===== config.mk =====
export PLATFORM = sky130hd
export DESIGN_NAME = cic_integrator_decim_flat
export DESIGN_NICKNAME = d
export VERILOG_FILES = /design/src/rtl/cic_integrator_decim_if.sv /design/src/rtl/cic_integrator_decim.sv /design/src/flat_wrapper.sv
export SDC_FILE = /design/constraint.sdc
export NUM_CORES = 1
export LEC_CHECK = 0
export CORE_MARGIN = 1.5
export CORE_UTILIZATION = 50
export CTS_BUF_LIST = sky130_fd_sc_hd__clkbuf_4
export CTS_CLUSTER_DIAMETER = 100
export CTS_CLUSTER_SIZE = 40
export DETAILED_ROUTE_END_ITERATION = 12
export PLACE_DENSITY = 0.69
export SETUP_SLACK_MARGIN = 0.15
export SYNTH_ARGS = -nofsm -noshare
export SYNTH_HDL_FRONTEND = slang
export SYNTH_SLANG_ARGS = --single-unit

===== constraint.sdc =====
create_clock -name i_clk -period 2.5 [get_ports i_clk]
set_input_delay 0.5 -clock i_clk [delete_from_list [all_inputs] [get_ports i_clk]]
set_output_delay 0.5 -clock i_clk [all_outputs]
set_load 0.03 [all_outputs]

===== src/rtl/cic_integrator_decim_if.sv =====
// Sample stream bundle between a sample source and the CIC integrator/decimator.
//   i_en    : input sample valid (source -> filter)
//   i_data  : signed input sample (source -> filter)
//   o_data  : decimated integrator output, signed (filter -> sink)
//   o_valid : one-cycle strobe marking a new o_data (filter -> sink)
// master = sample source / consumer side, slave = filter side.
interface cic_integrator_decim_if #(
    parameter int unsigned IN_WIDTH  = 8,
    parameter int unsigned OUT_WIDTH = 20
);
    logic                        i_en;
    logic signed [IN_WIDTH-1:0]  i_data;
    logic signed [OUT_WIDTH-1:0] o_data;
    logic                        o_valid;

    modport master (
        output i_en,
        output i_data,
        input  o_data,
        input  o_valid
    );

    modport slave (
        input  i_en,
        input  i_data,
        output o_data,
        output o_valid
    );
endinterface


===== src/rtl/cic_integrator_decim.sv =====
// Integrator and decimation front end of a CIC decimation filter.
// A cascade of STAGES pipelined two's-complement integrators runs at the input
// rate; every DECIM-th accepted sample the last integrator value is latched to
// o_data and o_valid pulses for one cycle to enable the downstream comb chain.
// Ports:
//   i_clk   : clock, rising edge
//   i_rst_n : synchronous active-low reset
//   bus     : slave side of the sample bundle (i_en, i_data in; o_data, o_valid out)
module cic_integrator_decim #(
    parameter int unsigned IN_WIDTH  = 8,
    parameter int unsigned STAGES    = 3,
    parameter int unsigned DECIM     = 16,
    parameter int unsigned OUT_WIDTH = 20
) (
    input  logic                   i_clk,
    input  logic                   i_rst_n,
    cic_integrator_decim_if.slave  bus
);
    localparam int unsigned CntW = $clog2(DECIM);

    logic signed [OUT_WIDTH-1:0] integ_q [STAGES];
    logic signed [OUT_WIDTH-1:0] integ_d [STAGES];
    logic        [CntW-1:0]      cnt_q, cnt_d;
    logic signed [OUT_WIDTH-1:0] o_data_q, o_data_d;
    logic                        o_valid_q, o_valid_d;
    logic signed [OUT_WIDTH-1:0] x_ext;
    logic                        frame_end;

    // Sized cast of a signed operand sign-extends.
    assign x_ext     = OUT_WIDTH'(bus.i_data);
    assign frame_end = bus.i_en && (cnt_q == CntW'(DECIM - 1));

    always_comb begin
        for (int k = 0; k < STAGES; k++) begin
            integ_d[k] = integ_q[k];
        end
        cnt_d     = cnt_q;
        o_data_d  = o_data_q;
        o_valid_d = 1'b0;

        if (bus.i_en) begin
            // Each stage adds the pre-edge value of its predecessor: one register
            // per stage, no carry chain across stages. Wrap-around is intended.
            integ_d[0] = integ_q[0] + x_ext;
            for (int k = 1; k < STAGES; k++) begin
                integ_d[k] = integ_q[k] + integ_q[k-1];
            end

            if (frame_end) begin
                cnt_d     = '0;
                o_data_d  = integ_d[STAGES-1];
                o_valid_d = 1'b1;
            end else begin
                cnt_d = cnt_q + 1'b1;
            end
        end
    end

    always_ff @(posedge i_clk) begin
        if (!i_rst_n) begin
            for (int k = 0; k < STAGES; k++) begin
                integ_q[k] <= '0;
            end
            cnt_q     <= '0;
            o_data_q  <= '0;
            o_valid_q <= 1'b0;
        end else begin
            for (int k = 0; k < STAGES; k++) begin
                integ_q[k] <= integ_d[k];
            end
            cnt_q     <= cnt_d;
            o_data_q  <= o_data_d;
            o_valid_q <= o_valid_d;
        end
    end

    assign bus.o_data  = o_data_q;
    assign bus.o_valid = o_valid_q;
endmodule

===== src/flat_wrapper.sv =====
// flat-port wrapper written by rule: the top's interface ports become plain ports
module cic_integrator_decim_flat 
#(
    parameter int unsigned IN_WIDTH  = 8,
    parameter int unsigned STAGES    = 3,
    parameter int unsigned DECIM     = 16,
    parameter int unsigned OUT_WIDTH = 20
)
  (i_clk, i_rst_n, bus_i_en, bus_i_data, bus_o_data, bus_o_valid);
  cic_integrator_decim_if #(.IN_WIDTH(IN_WIDTH), .OUT_WIDTH(OUT_WIDTH)) bus_i ();
  input  logic i_clk;
  input  logic i_rst_n;
  input wire logic [$bits(bus_i.i_en)-1:0] bus_i_en;
  input wire logic [$bits(bus_i.i_data)-1:0] bus_i_data;
  output wire logic [$bits(bus_i.o_data)-1:0] bus_o_data;
  output wire logic [$bits(bus_i.o_valid)-1:0] bus_o_valid;
  assign bus_i.i_en = bus_i_en;
  assign bus_i.i_data = bus_i_data;
  assign bus_o_data = bus_i.o_data;
  assign bus_o_valid = bus_i.o_valid;
  cic_integrator_decim #(.IN_WIDTH(IN_WIDTH), .STAGES(STAGES), .DECIM(DECIM), .OUT_WIDTH(OUT_WIDTH)) u_core (.i_clk(i_clk), .i_rst_n(i_rst_n), .bus(bus_i));
endmodule

Yosys cells after proc, flatten, opt, wreduce, memory -nomap -nowiden
Memories as Yosys holds them, arrays and structs flattened.
Index checks and enable logic that the tools add are counted.
Word-level totals
  flip-flop bits (word level): 25
  latch bits: 0
  bits in writable memories: 60
  memory bits (read-only): 0
  bits of input ports: 11
  output and inout port bits: 21
  logic and storage cells: 23
  memories: 1
Memories
  u_core.integ_q: depth 3, bits a word 20, read ports 3, clocked after Yosys merged registers in 0, wr ports 3, RTL line cic_integrator_decim.sv:21  | logic signed [OUT_WIDTH-1:0] integ_q [STAGES];
Cells by class
  add/subtract/negate cells: 4
  multipliers: 0
  div/mod/pow operators: 0
  order comparisons: 0
  equality and inequality tests: 1
  shifts and indexed selects: 0
  mux-type cells: 8
  bitwise logic cells: 3
  reduce and logical (&&, ||, !) cells: 3
Operator list (count)
  $mux W20: 3
  $mux W60: 1
  $add A20 B20 Y20: 2
  $add A20 B8 Y20: 1
  $add A4 B1 Y4 const B: 1
  $eq A4 B4 Y1 const B: 1
  $mux W4: 1
  $reduce_and A2 Y1: 2
  $mux W1: 3
  $or A1 B1 Y1: 3
  $logic_and A1 B1 Y1: 1

Longest topological paths before layout
  depth in word-level cells: 3
  gate-level depth with buffers: 9
  depth with buffers taken out: 9

Worst setup path after synthesis
No wires, ideal clock.
  kind: input port to flip-flop
  start point: in bus_i_data[0]
  end point: mem u_core.integ_q[0][18]
  setup time: 0.117 ns
  data arrival time: 2.293 ns
  required time: 2.383 ns
  slack: 0.090 ns
  stages on the path: 9
  path buffers: 0
  path through: ha_1 > fa_1 > a21o_1 > a21oi_1 > o21ai_0 > and4bb_2 > o21bai_1 > nand3_1 > a32o_1
RTL lines
  start, declared: RTL line flat_wrapper.sv:14  | input wire logic [$bits(bus_i.i_data)-1:0] bus_i_data;
  end, declared: RTL line cic_integrator_decim.sv:21

==> flow_summary.json <==
{
  "status": "completed",
  "worstSkewPairLatency_ns": 0.45,
  "tns_ns": 0,
  "max_freq_ghz": 0.419,
  "yosysSeqAreaShare": 0.285,
  "fill_cells": 989,
  "cellPowerDensity_nw_per_um2": 554,
  "async_flop_share": 0,
  "clk_pin_slew_worst_paths_ns": 0.14,
  "grt_overflow": 0,
  "placed_area_sq_um": 6820,
  "path_cells": "ha_4 -> fa_2 -> a211oi_2 -> o21ai_1 -> a22oi_2 -> buf_4 -> nor2_4 -> a211oi_4 -> xor2_1 -> o21ai_0",
  "clockBufferDepth": 2,
  "root_buffer": "clkbuf_4",
  "hold_start": "u_core.integ_q[0][52]",
  "drv_cap": 0,
  "leakagePower_nw": 3.17,
  "hold_viol": 0,
  "grt_max_degree": 44,
  "rsz0062_at_grt": "yes",
  "avgSynthCellArea_sq_um": 8.31,
  "detail-route-antenna-nets": 0,
  "layout-drive-gt1-share": 0.168,
  "slowest_delay_ns": 0.38,
  "rr_worst_depth": 10,
  "grt_pass1_wl_microns": 24500,
  "diodes": 0,
  "r2r_start": "u_core.integ_q[0][20]",
  "min_period_over_period": 0.955,
  "cts.sinks": 85,
  "min_period_ns": 2.39,
  "fin_nets": 869,
  "coreArea_sq_um": 11500,
  "drt_pre_antenna_iters": 5,
  "ys_ff_latch": 85,
  "row_count": 39,
  "r2r_end": "u_core.integ_q[0][58]",
  "fin_area_sq_um": 7180,
  "ir_drop_mv": 0.438,
  "worst_slew_pin_slew_ns": 0.464,
  "dieArea_sq_um": 12600,
  "finalSetupViolations": 0,
  "crit_arrival_ns": 2.74,
  "stdcell_count": 945,
  "drcViolationCount": 0,
  "synth_area_leader_cell": "dfxtp_1",
  "hold_path.class": "reg2reg",
  "worstSetupPathType": "reg2reg",
  "cp_slowest_cell": "dfxtp_4",
  "drtIter0Drc": 398,
  "synthCells": 718,
  "synth_most_common_cell": "nand2_1",
  "register_area_sq_um": 1710,
  "via_per_inst": 5.82,
  "max_slew_margin": 0.683,
  "ioPinCount": 32,
  "hold_end": "u_core.integ_q[0][52]",
  "required_ns": 2.85,
  "gp_congestion": 0.889,
  "dieHeight_microns": 112,
  "place_hpwl_microns": 11100,
  "htree_levels": 3,
  "ff2ff_setup_slack_ns": 0.11,
  "die_x_microns": 112,
  "total_power_mw": 3.98,
  "initial_core_util": 0.518,
  "synth_top_cell_area_share": 0.285,
  "synth_area_sq_um": 5970,
  "area_growth_pct": 20.3,
  "track_usage": 0.236,
  "finClkSkew_ns": 0.0154,
  "multi_input_area_sq_um": 4280,
  "synthTopCellsByArea": "dfxtp_1 29%, ha_1 12%, nand2_1 5.8%",
  "cts_tree": "built",
  "critPathLaunchType": "flop",
  "grt_pass1_vias": 5391,
  "crit_path_max_fanout": 3,
  "cp-end-kind": "flop",
  "yosys_most_used_dff": "dfxtp_1",
  "synth_warnings": 0,
  "vias": 5498,
  "antenna_found_initial": 0,
  "routed_wl_microns": 14500,
  "ys_types": 69,
  "placedCellCount": 925,
  "ys_top_cells_by_count": "93 x nand2_1, 85 x dfxtp_1, 58 x ha_1, 57 x o21ai_0, 46 x a21oi_1",
  "finalMaxSlewViolations": 0,
  "synth_nets": 790,
  "cts_buffers": 9,
  "synth_edf_count": 0,
  "port_buffers": 31,
  "hold_depth": 2,
  "wl_per_cell_microns": 15.3
}
final cells by class:
class                   count  area share
flip-flops and latches     85       0.238
multi-input cells         587       0.596
well taps                 143      0.0249
clock buffers               9     0.00941
inverters                  11     0.00575
clock inverters             7     0.00906
repair buffers            103       0.117
repair_timing:
action | 4_1_cts | 5_1_grt
setup buffers | 4 | 0
gates cloned | 0 | 0
gates resized for setup | 16 | 35
hold buffers | 0 | 0
endpoints found under the setup margin | 15 | 33
pin swaps | 12 | 28
logic make-up after synthesis:
kind of cell,synth area share
muxes,0.0436
and+or+nand+nor,0.193
adders and majority gates,0.132
AOI/OAI and AO/OA,0.247
buffers and inverters,0.0300
xor gates and xnor gates,0.0698
DFF,0.285
cells in the final DEF, fill, tap and decap left out, types with 28 or more instances in the layout:
master,n
nand2_1,93
dfxtp_1,82
buf_4,72
ha_1,49
o21ai_0,46
a21oi_1,44
nor2b_1,31
nor2_1,30
clkdlybuf4s50_1,28
through the flow:
stage	setup WS [ns]	hold WS, ns	util
floorplan	0.152	0.429	-
global placement	-0.381	0.444	0.593
detailed placement	-0.390	0.450	0.593
CTS	0.132	0.466	0.612
global route	-0.0366	0.475	0.624
finish	0.112	0.464	0.624
worst max-delay path by stage:
stage                                startpoint                     to
after global placement            bus_i_data[0]  u_core.integ_q[0][18]
after global routing      u_core.integ_q[0][20]  u_core.integ_q[0][52]
after detailed placement          bus_i_data[0]  u_core.integ_q[0][18]
after floorplan                   bus_i_data[0]  u_core.integ_q[0][18]
final                     u_core.integ_q[0][20]  u_core.integ_q[0][58]
after CTS                 u_core.integ_q[0][21]  u_core.integ_q[0][33]
power breakdown:
group / internal [mW] / switching [mW] / total (mW)
clock: 0.300 / 0.480 / 0.781
combinational: 0.758 / 0.821 / 1.58
sequential: 1.48 / 0.136 / 1.62
total: 2.54 / 1.44 / 3.98
per-layer routing:
layer,share of wire,vias to the layer above,GRT usage,wire length [microns]
li1,-,2781,-,-
met1,0.47,2616,0.298,6750
met2,0.49,86,0.421,7150
met3,0.031,15,0.0416,444
met4,0.0091,0,0.0523,131
met5,0,-,0,0
state kept, by name, indices dropped and copies added (netlist names):
signal and cells:
u_core.cnt_q 4, u_core.bus.o_data 20, u_core.integ_q 60, u_core.bus.o_valid 1
critical path, delay by kind of cell, from the launching register on:
kind	cells	cell delay, ns
fa+ha+maj	2	0.51
simple gates	1	0.04
buf+inv	1	0.18
xor+xnor	1	0.19
compound gates	5	0.98
flops	1	0.38
Power figures use the tool's default switching activity.
